File: config.mk
export PLATFORM = sky130hd
export DESIGN_NAME = pc_predict
export DESIGN_NICKNAME = d
export VERILOG_FILES = /design/src/rtl/pc_predict.sv
export SDC_FILE = /design/constraint.sdc
export NUM_CORES = 2
export LEC_CHECK = 0
export ABC_CLOCK_PERIOD_IN_PS = 5400
export CORE_ASPECT_RATIO = 1.75
export CORE_MARGIN = 4
export CORE_UTILIZATION = 45
export CTS_BUF_LIST = sky130_fd_sc_hd__clkbuf_8
export CTS_CLUSTER_DIAMETER = 30
export DETAILED_ROUTE_END_ITERATION = 6
export PLACE_DENSITY = 0.71
export RECOVER_POWER = 50
export SLEW_MARGIN = 30
export SYNTH_ARGS = -nofsm -noshare
export SYNTH_HDL_FRONTEND = slang
export SYNTH_SLANG_ARGS = --single-unit
File: constraint.sdc
create_clock -name clk -period 5.4 [get_ports clk]
set_input_delay 0.54 -clock clk [delete_from_list [all_inputs] [get_ports clk]]
set_output_delay 0.54 -clock clk [all_outputs]
set_load 0.03 [all_outputs]
File: src/rtl/pc_predict.sv
// pc_predict: fetch-stage PC register with a direct-mapped BTB and 2-bit
// saturating direction counters. Fetch follows predicted-taken entries; an
// Execute-stage resolution trains the BTB and, when the fetch-time guess was
// wrong, redirects the PC and raises a same-cycle flush.
module pc_predict #(
  parameter int              WIDTH       = 32,
  parameter int              BTB_ENTRIES = 16,
  parameter logic [WIDTH-1:0] RESET_PC   = '0
) (
  input  logic             clk,
  input  logic             rst_n,
  input  logic             stall_i,
  input  logic             res_valid_i,
  input  logic [WIDTH-1:0] res_pc_i,
  input  logic             res_taken_i,
  input  logic             res_jump_i,
  input  logic [WIDTH-1:0] res_target_i,
  input  logic             res_pred_taken_i,
  input  logic [WIDTH-1:0] res_pred_target_i,
  output logic [WIDTH-1:0] pc_o,
  output logic [WIDTH-1:0] pc_plus4_o,
  output logic             pred_taken_o,
  output logic [WIDTH-1:0] pred_target_o,
  output logic             flush_o,
  output logic [31:0]      mispredict_cnt_o
);

  localparam int IDX   = $clog2(BTB_ENTRIES);
  localparam int TAG_W = WIDTH - IDX - 2;

  // Architectural state
  logic [WIDTH-1:0]       pc_reg;
  logic [WIDTH-1:0]       pc_next;
  logic [31:0]            cnt_reg;

  // BTB storage: valid bits are reset, payload fields are plain storage
  logic [BTB_ENTRIES-1:0] valid_reg;
  logic [BTB_ENTRIES-1:0] jump_reg;
  logic [TAG_W-1:0]       tag_reg    [BTB_ENTRIES];
  logic [WIDTH-1:0]       target_reg [BTB_ENTRIES];
  logic [1:0]             ctr_reg    [BTB_ENTRIES];

  // Lookup side (fetch PC)
  logic [IDX-1:0]         lk_idx;
  logic [TAG_W-1:0]       lk_tag;
  logic                   lk_hit;
  logic [WIDTH-1:0]       pc_plus4;
  logic                   pred_taken;
  logic [WIDTH-1:0]       pred_target;

  // Update side (resolved PC)
  logic [IDX-1:0]         up_idx;
  logic [TAG_W-1:0]       up_tag;
  logic                   up_hit;
  logic                   upd_we;
  logic [BTB_ENTRIES-1:0] wr_en;
  logic [WIDTH-1:0]       ent_target_next;
  logic                   ent_jump_next;
  logic [1:0]             ent_ctr_next;

  logic                   mispredict;
  logic [WIDTH-1:0]       redirect_pc;

  // PCs are word aligned; the low two bits never select anything
  logic unused_low_bits;
  assign unused_low_bits = ^{res_pc_i[1:0], pc_reg[1:0]};

  // ---------------- lookup ----------------
  assign lk_idx      = pc_reg[IDX+1:2];
  assign lk_tag      = pc_reg[WIDTH-1:IDX+2];
  assign lk_hit      = valid_reg[lk_idx] && (tag_reg[lk_idx] == lk_tag);
  assign pc_plus4    = pc_reg + WIDTH'(4);
  assign pred_taken  = lk_hit && (jump_reg[lk_idx] || ctr_reg[lk_idx][1]);
  assign pred_target = pred_taken ? target_reg[lk_idx] : pc_plus4;

  // ---------------- resolution ----------------
  assign mispredict  = res_valid_i &&
                       ((res_taken_i != res_pred_taken_i) ||
                        (res_taken_i && (res_target_i != res_pred_target_i)));
  assign redirect_pc = res_taken_i ? res_target_i : (res_pc_i + WIDTH'(4));

  assign up_idx = res_pc_i[IDX+1:2];
  assign up_tag = res_pc_i[WIDTH-1:IDX+2];
  assign up_hit = valid_reg[up_idx] && (tag_reg[up_idx] == up_tag);

  // Decide whether the indexed entry is written and what it becomes
  always_comb begin
    upd_we          = 1'b0;
    ent_target_next = target_reg[up_idx];
    ent_jump_next   = jump_reg[up_idx];
    ent_ctr_next    = ctr_reg[up_idx];
    if (res_valid_i) begin
      if (up_hit) begin
        upd_we = 1'b1;
        if (res_jump_i) begin
          ent_target_next = res_target_i;
          ent_jump_next   = 1'b1;
        end else if (res_taken_i) begin
          ent_target_next = res_target_i;
          if (ctr_reg[up_idx] != 2'd3) ent_ctr_next = ctr_reg[up_idx] + 2'd1;
        end else begin
          // entry stays valid even once the counter bottoms out
          if (ctr_reg[up_idx] != 2'd0) ent_ctr_next = ctr_reg[up_idx] - 2'd1;
        end
      end else if (res_taken_i) begin
        // allocate (or evict an alias) starting at weak taken
        upd_we          = 1'b1;
        ent_target_next = res_target_i;
        ent_jump_next   = res_jump_i;
        ent_ctr_next    = 2'd2;
      end
    end
  end

  // One-hot entry write enables
  generate
    for (genvar gi = 0; gi < BTB_ENTRIES; gi++) begin : g_wr_en
      assign wr_en[gi] = upd_we && (up_idx == IDX'(gi));
    end
  endgenerate

  // Next-PC priority: redirect beats stall, stall beats prediction
  always_comb begin
    pc_next = pred_target;
    if (mispredict)   pc_next = redirect_pc;
    else if (stall_i) pc_next = pc_reg;
  end

  // PC register and saturating mispredict counter
  always_ff @(posedge clk or negedge rst_n) begin
    if (!rst_n) begin
      pc_reg  <= RESET_PC;
      cnt_reg <= '0;
    end else begin
      pc_reg <= pc_next;
      if (mispredict && (cnt_reg != 32'hFFFF_FFFF)) cnt_reg <= cnt_reg + 32'd1;
    end
  end

  // Valid bits: cleared by reset, set by any entry write
  always_ff @(posedge clk or negedge rst_n) begin
    if (!rst_n) valid_reg <= '0;
    else        valid_reg <= valid_reg | wr_en;
  end

  // BTB payload writes; lookup sees the new contents from the next cycle on
  always_ff @(posedge clk) begin
    for (int i = 0; i < BTB_ENTRIES; i++) begin
      if (wr_en[i]) begin
        tag_reg[i]    <= up_tag;
        target_reg[i] <= ent_target_next;
        jump_reg[i]   <= ent_jump_next;
        ctr_reg[i]    <= ent_ctr_next;
      end
    end
  end

  assign pc_o             = pc_reg;
  assign pc_plus4_o       = pc_plus4;
  assign pred_taken_o     = pred_taken;
  assign pred_target_o    = pred_target;
  assign flush_o          = mispredict;
  assign mispredict_cnt_o = cnt_reg;

endmodule

; After elaboration in Yosys (flattened, before gate mapping)
; Memories as Yosys holds them, arrays and structs flattened.
; Cells that the tools add are included.
[classes]
mux = 197
order_cmp = 2
n_reduce_logical = 71
add_sub_neg = 5
eq_ne = 22
n_bitwise = 1
[ops]
columns = operator, count
row1 = two-way mux 32 bit, 23
row2 = OR reduction 32 bit, 15
row3 = two-way mux 26 bit, 15
row4 = OR reduction 26 bit, 15
row5 = two-way mux 4 bit, 45
row6 = two-way mux 1 bit, 88
row7 = adder 32 x 3 -> 32 bit (second input constant), 2
row8 = == test 26 bit, 2
row9 = two-way mux 2 bit, 22
row10 = adder 32 x 1 -> 32 bit (second input constant), 1
row11 = == test 4 bit (second input constant), 8
row12 = != test 32 bit, 1
row13 = != test 32 bit (second input constant), 1
row14 = OR reduction 2 bit, 15
row15 = logical AND 1 bit, 22
row16 = binary-select mux 1 bit (select 4 bit), 4
row17 = == test 4 x 3 -> 1 bit (second input constant), 4
row18 = OR 16 bit, 1
row19 = < comparator 4 x 5 -> 1 bit (second input constant), 2
row20 = == test 4 x 2 -> 1 bit (second input constant), 2
row21 = == test 4 x 1 -> 1 bit (second input constant), 1
row22 = logical NOT 4 bit, 1
row23 = adder 2 x 1 -> 2 bit (second input constant), 1
row24 = logical OR 1 bit, 2
row25 = 5 further kinds, 5
[totals]
ramBits = 960
regBits = 96
n_memories = 3
[memory_table]
columns = memory, words, width, read_ports, rd_ports_with_merged_regs, write_ports, line_no
row1 = target_reg, 16, 32, 2, 0, 1, 40  ; logic [WIDTH-1:0] target_reg [BTB_ENTRIES];
row2 = tag_reg, 16, 26, 2, 0, 1, 39  ; logic [TAG_W-1:0] tag_reg [BTB_ENTRIES];
row3 = ctr_reg, 16, 2, 2, 0, 1, 41  ; logic [1:0] ctr_reg [BTB_ENTRIES];

; Longest topological paths before layout
[logic_depth]
depth_word = 24
mapped_depth = 16
ltp_nobuf = 10

; Worst setup path before layout
; No wires, ideal clock.
[synth_timing]
kind = input-to-reg
start = input res_pc_i[2]
end = memory ctr_reg[10][0] (enable)
arrival_ns = 4.889
path_stages = 14
path_slack_ns = 0.085
setup_ns = 0.426
path_buffers = 5
path_cell_list = buf_4 -> buf_6 -> buf_2 -> mux4_2 -> mux2i_1 -> o31ai_1 -> a311o_1 -> a311oi_1 -> o2111ai_1 -> or2_1 -> buf_2 -> a21boi_4 -> buf_2 -> and3_1
[synth_rtl]
columns = element, line_no
row1 = "start, declared", 14  ; input logic [WIDTH-1:0] res_pc_i,
row2 = memory (16 x 26 bit) / binary-select mux 1 bit (select 4 bit) (equally long branches), --
row3 = == test 26 bit / two-way mux 1 bit (equally long branches), 84  ; assign up_hit = valid_reg[up_idx] && (tag_reg[up_idx] == up_tag);
row4 = logical AND 1 bit, 84
row5 = two-way mux 1 bit, 93  ; if (up_hit) begin
row6 = two-way mux 1 bit, 92  ; if (res_valid_i) begin
row7 = logical AND 1 bit (*), 118  ; assign wr_en[gi] = upd_we && (up_idx == IDX'(gi));
row8 = net wr_en[10], 56  ; logic [BTB_ENTRIES-1:0] wr_en;
row9 = two-way mux 1 bit (*), 149  ; if (wr_en[i]) begin
row10 = two-way mux 1 bit (implied by the code) (*), 153  ; ctr_reg[i] <= ent_ctr_next;
row11 = OR reduction 2 bit (no source line), --
row12 = two-way mux 4 bit (no source line) / two-way mux 1 bit (equally long branches) (6 in series), --
row13 = "end, declared", 41
; The timed path passes the listed nets; every way through them passes the cells marked *. The select of a mux whose other input is x is not followed.

==> results.sh <==
export IMPL_vias=32990
export IMPL_worstSetupStartpointType="flip-flop"
export IMPL_clkSinkCount=1056
export IMPL_proportion_of_layout_cells_with_a_drive_suffix_above_1_pct=31.63
export IMPL_yosys_register_bits=1056
export IMPL_die_area_mm2=0.1202
export IMPL_instance_area_at_placement_mm2=0.05716
export IMPL_cts_htree_levels=4
export IMPL_max_cap_viol_count=2
export IMPL_syn_inst=2863
export IMPL_via_count_of_the_first_global_routing_pass=33830
export IMPL_gr_usage_all_layers_pct=28.25
export IMPL_slew_limit_headroom_pct=-51.91
export IMPL_io_buffers=232
export IMPL_cp_required_ns=5.95
export IMPL_number_of_flip_flops_under_the_largest_register_name=512
export IMPL_worst_ep_arrival_time_ns=5.92
export IMPL_total_leakage_power_nw=20.22
export IMPL_syn_to_layout_area_delta_pct=17.95
export IMPL_die_x_um=263.8
export IMPL_die_y_um=455.7
export IMPL_async_sr_flop_fraction_pct=7.576
export IMPL_ys_dominant_reg_cell="sky130_fd_sc_hd__edfxtp_1"
export IMPL_most_common_cell_after_layout_fill_and_taps_aside="sky130_fd_sc_hd__edfxtp_1"
export IMPL_detail_route_vias_per_cell=6.744
export IMPL_synth_edf_count=976
export IMPL_tritoncts="built"
export IMPL_result_of_the_run="finished with violations"
export IMPL_global_route_wire_length_before_repair_mm=243.8
export IMPL_row_count=164
export IMPL_synth_top_cell_by_area="sky130_fd_sc_hd__edfxtp_1"
export IMPL_synth_warning_count=0
export IMPL_crit_path_time_final_ns=5.368
export IMPL_ioPinCount=233
export IMPL_cts_made_buffers=157
export IMPL_drt_wirelength_per_cell_um=35.30
export IMPL_finalWirelength_mm=172.7
export IMPL_finish_net_count=3379
export IMPL_synth_avg_cell_area_um2=18.00
export IMPL_grt_start_max_net_pins=131
export IMPL_clk_path_buf_depth=3
export IMPL_dr_first_iter_drc_count=4781
export IMPL_post_synthesis_sequential_area_ratio_pct=60.74
export IMPL_grt_overflow_total=0
export IMPL_power_density_cell_area_mw_per_mm2=357.7
export IMPL_critical_path_max_fanout=34
export IMPL_fillerInstances=8963
export IMPL_yosysTopAreaCellShare_pct=56.86
export IMPL_hold_class="in2reg"
export IMPL_worst_clock_skew_ns=0.04764
export IMPL_synth_top_cells_by_area="sky130_fd_sc_hd__edfxtp_1, sky130_fd_sc_hd__mux4_2, sky130_fd_sc_hd__dfrtp_1"
export IMPL_pre_antenna_drt_iters=6
export IMPL_max_freq_mhz=186.3
export IMPL_final_max_slew_violation_count=60
export IMPL_critical_path_class="reg2reg"
export IMPL_final_hold_viol_count=0
export IMPL_most_common_layout_cells="sky130_fd_sc_hd__edfxtp_1, sky130_fd_sc_hd__mux4_2, sky130_fd_sc_hd__clkbuf_8, sky130_fd_sc_hd__mux2i_1, sky130_fd_sc_hd__buf_4"
export IMPL_post_synth_instance_area_mm2=0.05154
export IMPL_cts_root_buffer_cell="sky130_fd_sc_hd__clkbuf_8"
export IMPL_start_util_pct=45.26
export IMPL_clk_insertion_delay_late_ns=0.89
export IMPL_final_design_utilization_pct=53.38
export IMPL_peakVddDrop_v=0.0002392
export IMPL_finalCritPeriodShare_pct=99.41
export IMPL_number_of_antenna_violations_at_the_first_check_in_global_routing=14
export IMPL_synth_cell_types=73
export IMPL_ant_nets=0
export IMPL_final_non_filler_cell_area_mm2=0.06079
export IMPL_residual_drc_count=0
export IMPL_critPathCaptureType="flip-flop"
export IMPL_violated_checks="max-capacitance violations, max-slew violations"
export IMPL_syn_nets=2972
export IMPL_path_clk_slew_ns=0.07
export IMPL_hpwlAfterDp_mm=113.7
export IMPL_fp_coreArea_mm2=0.1139
export IMPL_finalSetupViolCount=0
export IMPL_globalplace_congestion=0.9185
export IMPL_worst_slew_pin_slew_ns=2.279
==> metrics by stage <==
stage          power [mW]  instances  worst slack [ns]  hold WS (ns)  setup TNS (ns)
2_1_floorplan       12.80       2863           0.08549        0.2444               0
3_3_place_gp        14.95       4583            0.1614        0.4776               0
3_5_place_dp        14.98       4583            0.1645        0.4862               0
4_1_cts             21.63       4874          -0.01145        0.1648        -0.02218
5_1_grt             22.43       4888          -0.04049        0.4089         -0.1027
6_report            21.75       4892           0.03201        0.4320               0
==> cell families (layout without fill, tap and decap cells) <==
| kind of cell | Yosys count | in the layout | synth area share, % |
|---|---|---|---|
| AOI/OAI and AO/OA | 288 | 288 | 4.255 |
| other | 0 | 6 | 0 |
| and+or+nand+nor | 418 | 418 | 4.180 |
| buffers and inverters | 244 | 773 | 2.308 |
| muxes | 683 | 683 | 25.51 |
| DFF | 1056 | 1056 | 60.74 |
| adders and majority gates | 7 | 7 | 0.1651 |
| xor gates and xnor gates | 167 | 167 | 2.838 |
==> report_power, final <==
group | internal, mW | total (mW) | switching, mW
Clock | 3.34 | 6.59 | 3.24
Combinational | 2.38 | 5.72 | 3.34
Sequential | 9.20 | 9.44 | 0.238
Total | 14.9 | 21.7 | 6.82
==> final timing paths <==
| path | slack (ns) | cells after the start | end | startpoint |
|---|---|---|---|---|
| max in group asynchronous | 2.10 | 3 | pc_o[22] | rst_n |
| min in group asynchronous | 0.91 | 2 | mispredict_cnt_o[10] | rst_n |
| max reg2reg | 0.03 | 11 | target_reg[12][2] | tag_reg[9][0] |
| max | 0.03 | 11 | target_reg[12][2] | tag_reg[9][0] |
| min | 0.43 | 5 | pc_o[11] | res_taken_i |
| min reg2reg | 0.49 | 1 | mispredict_cnt_o[17] | mispredict_cnt_o[17] |
==> routing by layer <==
metal	track usage [%]	up-vias	share of wire (%)	wire length, µm
met4	14.30	4	5.6	9633
met3	8.027	533	12	21050
met5	0	-	0.017	29
met2	45.62	2473	48	83570
li1	-	12910	-	-
met1	35.08	17070	34	58380
==> worst max-delay path, cell delays in order (launching register included) <==
cell                        delay (ns)
sky130_fd_sc_hd__edfxtp_1         0.46
sky130_fd_sc_hd__mux4_2           0.48
sky130_fd_sc_hd__mux4_2           0.48
sky130_fd_sc_hd__xnor2_1          0.18
sky130_fd_sc_hd__nand4_1          0.23
sky130_fd_sc_hd__a2111oi_0        1.08
sky130_fd_sc_hd__o2111ai_1        0.36
sky130_fd_sc_hd__or2_0            0.45
sky130_fd_sc_hd__a21boi_4         0.23
sky130_fd_sc_hd__buf_12           0.21
sky130_fd_sc_hd__and3_2           0.53
sky130_fd_sc_hd__buf_12           0.30
==> area by class of cell <==
type	count	area, µm²	area share, %
tap	1494	1869	3.075
multi-input combinational	1563	19440	31.98
clock buffer	165	2271	3.735
clock inverter	116	827.0	1.360
antenna	6	15.01	0.02470
inverter	25	103.9	0.1708
timing repair buffer	467	4941	8.127
sequential	1056	31320	51.52
==> timing repair <==
item	4_1_cts	5_1_grt
gates resized for setup	33	43
hold buffers	1	0
cloned	3	1
setup buffers	6	11
pin swaps	0	5
hold endpoints to repair	38	0
endpoints found under the setup margin	32	32
==> Yosys cell counts (27+ instances only) <==
| cell | n |
|---|---|
| sky130_fd_sc_hd__dfrtp_1 | 80 |
| sky130_fd_sc_hd__nor4_1 | 37 |
| sky130_fd_sc_hd__clkbuf_1 | 108 |
| sky130_fd_sc_hd__nand3_1 | 54 |
| sky130_fd_sc_hd__mux2_2 | 35 |
| sky130_fd_sc_hd__edfxtp_1 | 976 |
| sky130_fd_sc_hd__mux2i_1 | 147 |
| sky130_fd_sc_hd__buf_2 | 46 |
| sky130_fd_sc_hd__xnor2_1 | 117 |
| sky130_fd_sc_hd__o21ai_0 | 38 |
| sky130_fd_sc_hd__a31oi_1 | 27 |
| sky130_fd_sc_hd__nand2_1 | 72 |
| sky130_fd_sc_hd__buf_1 | 32 |
| sky130_fd_sc_hd__nand4_1 | 32 |
| sky130_fd_sc_hd__nor2_1 | 110 |
| sky130_fd_sc_hd__xor2_1 | 50 |
| sky130_fd_sc_hd__mux4_2 | 501 |
| sky130_fd_sc_hd__and3_1 | 27 |
| sky130_fd_sc_hd__a221oi_1 | 53 |
No activity file was read; power rests on OpenSTA's default activity.
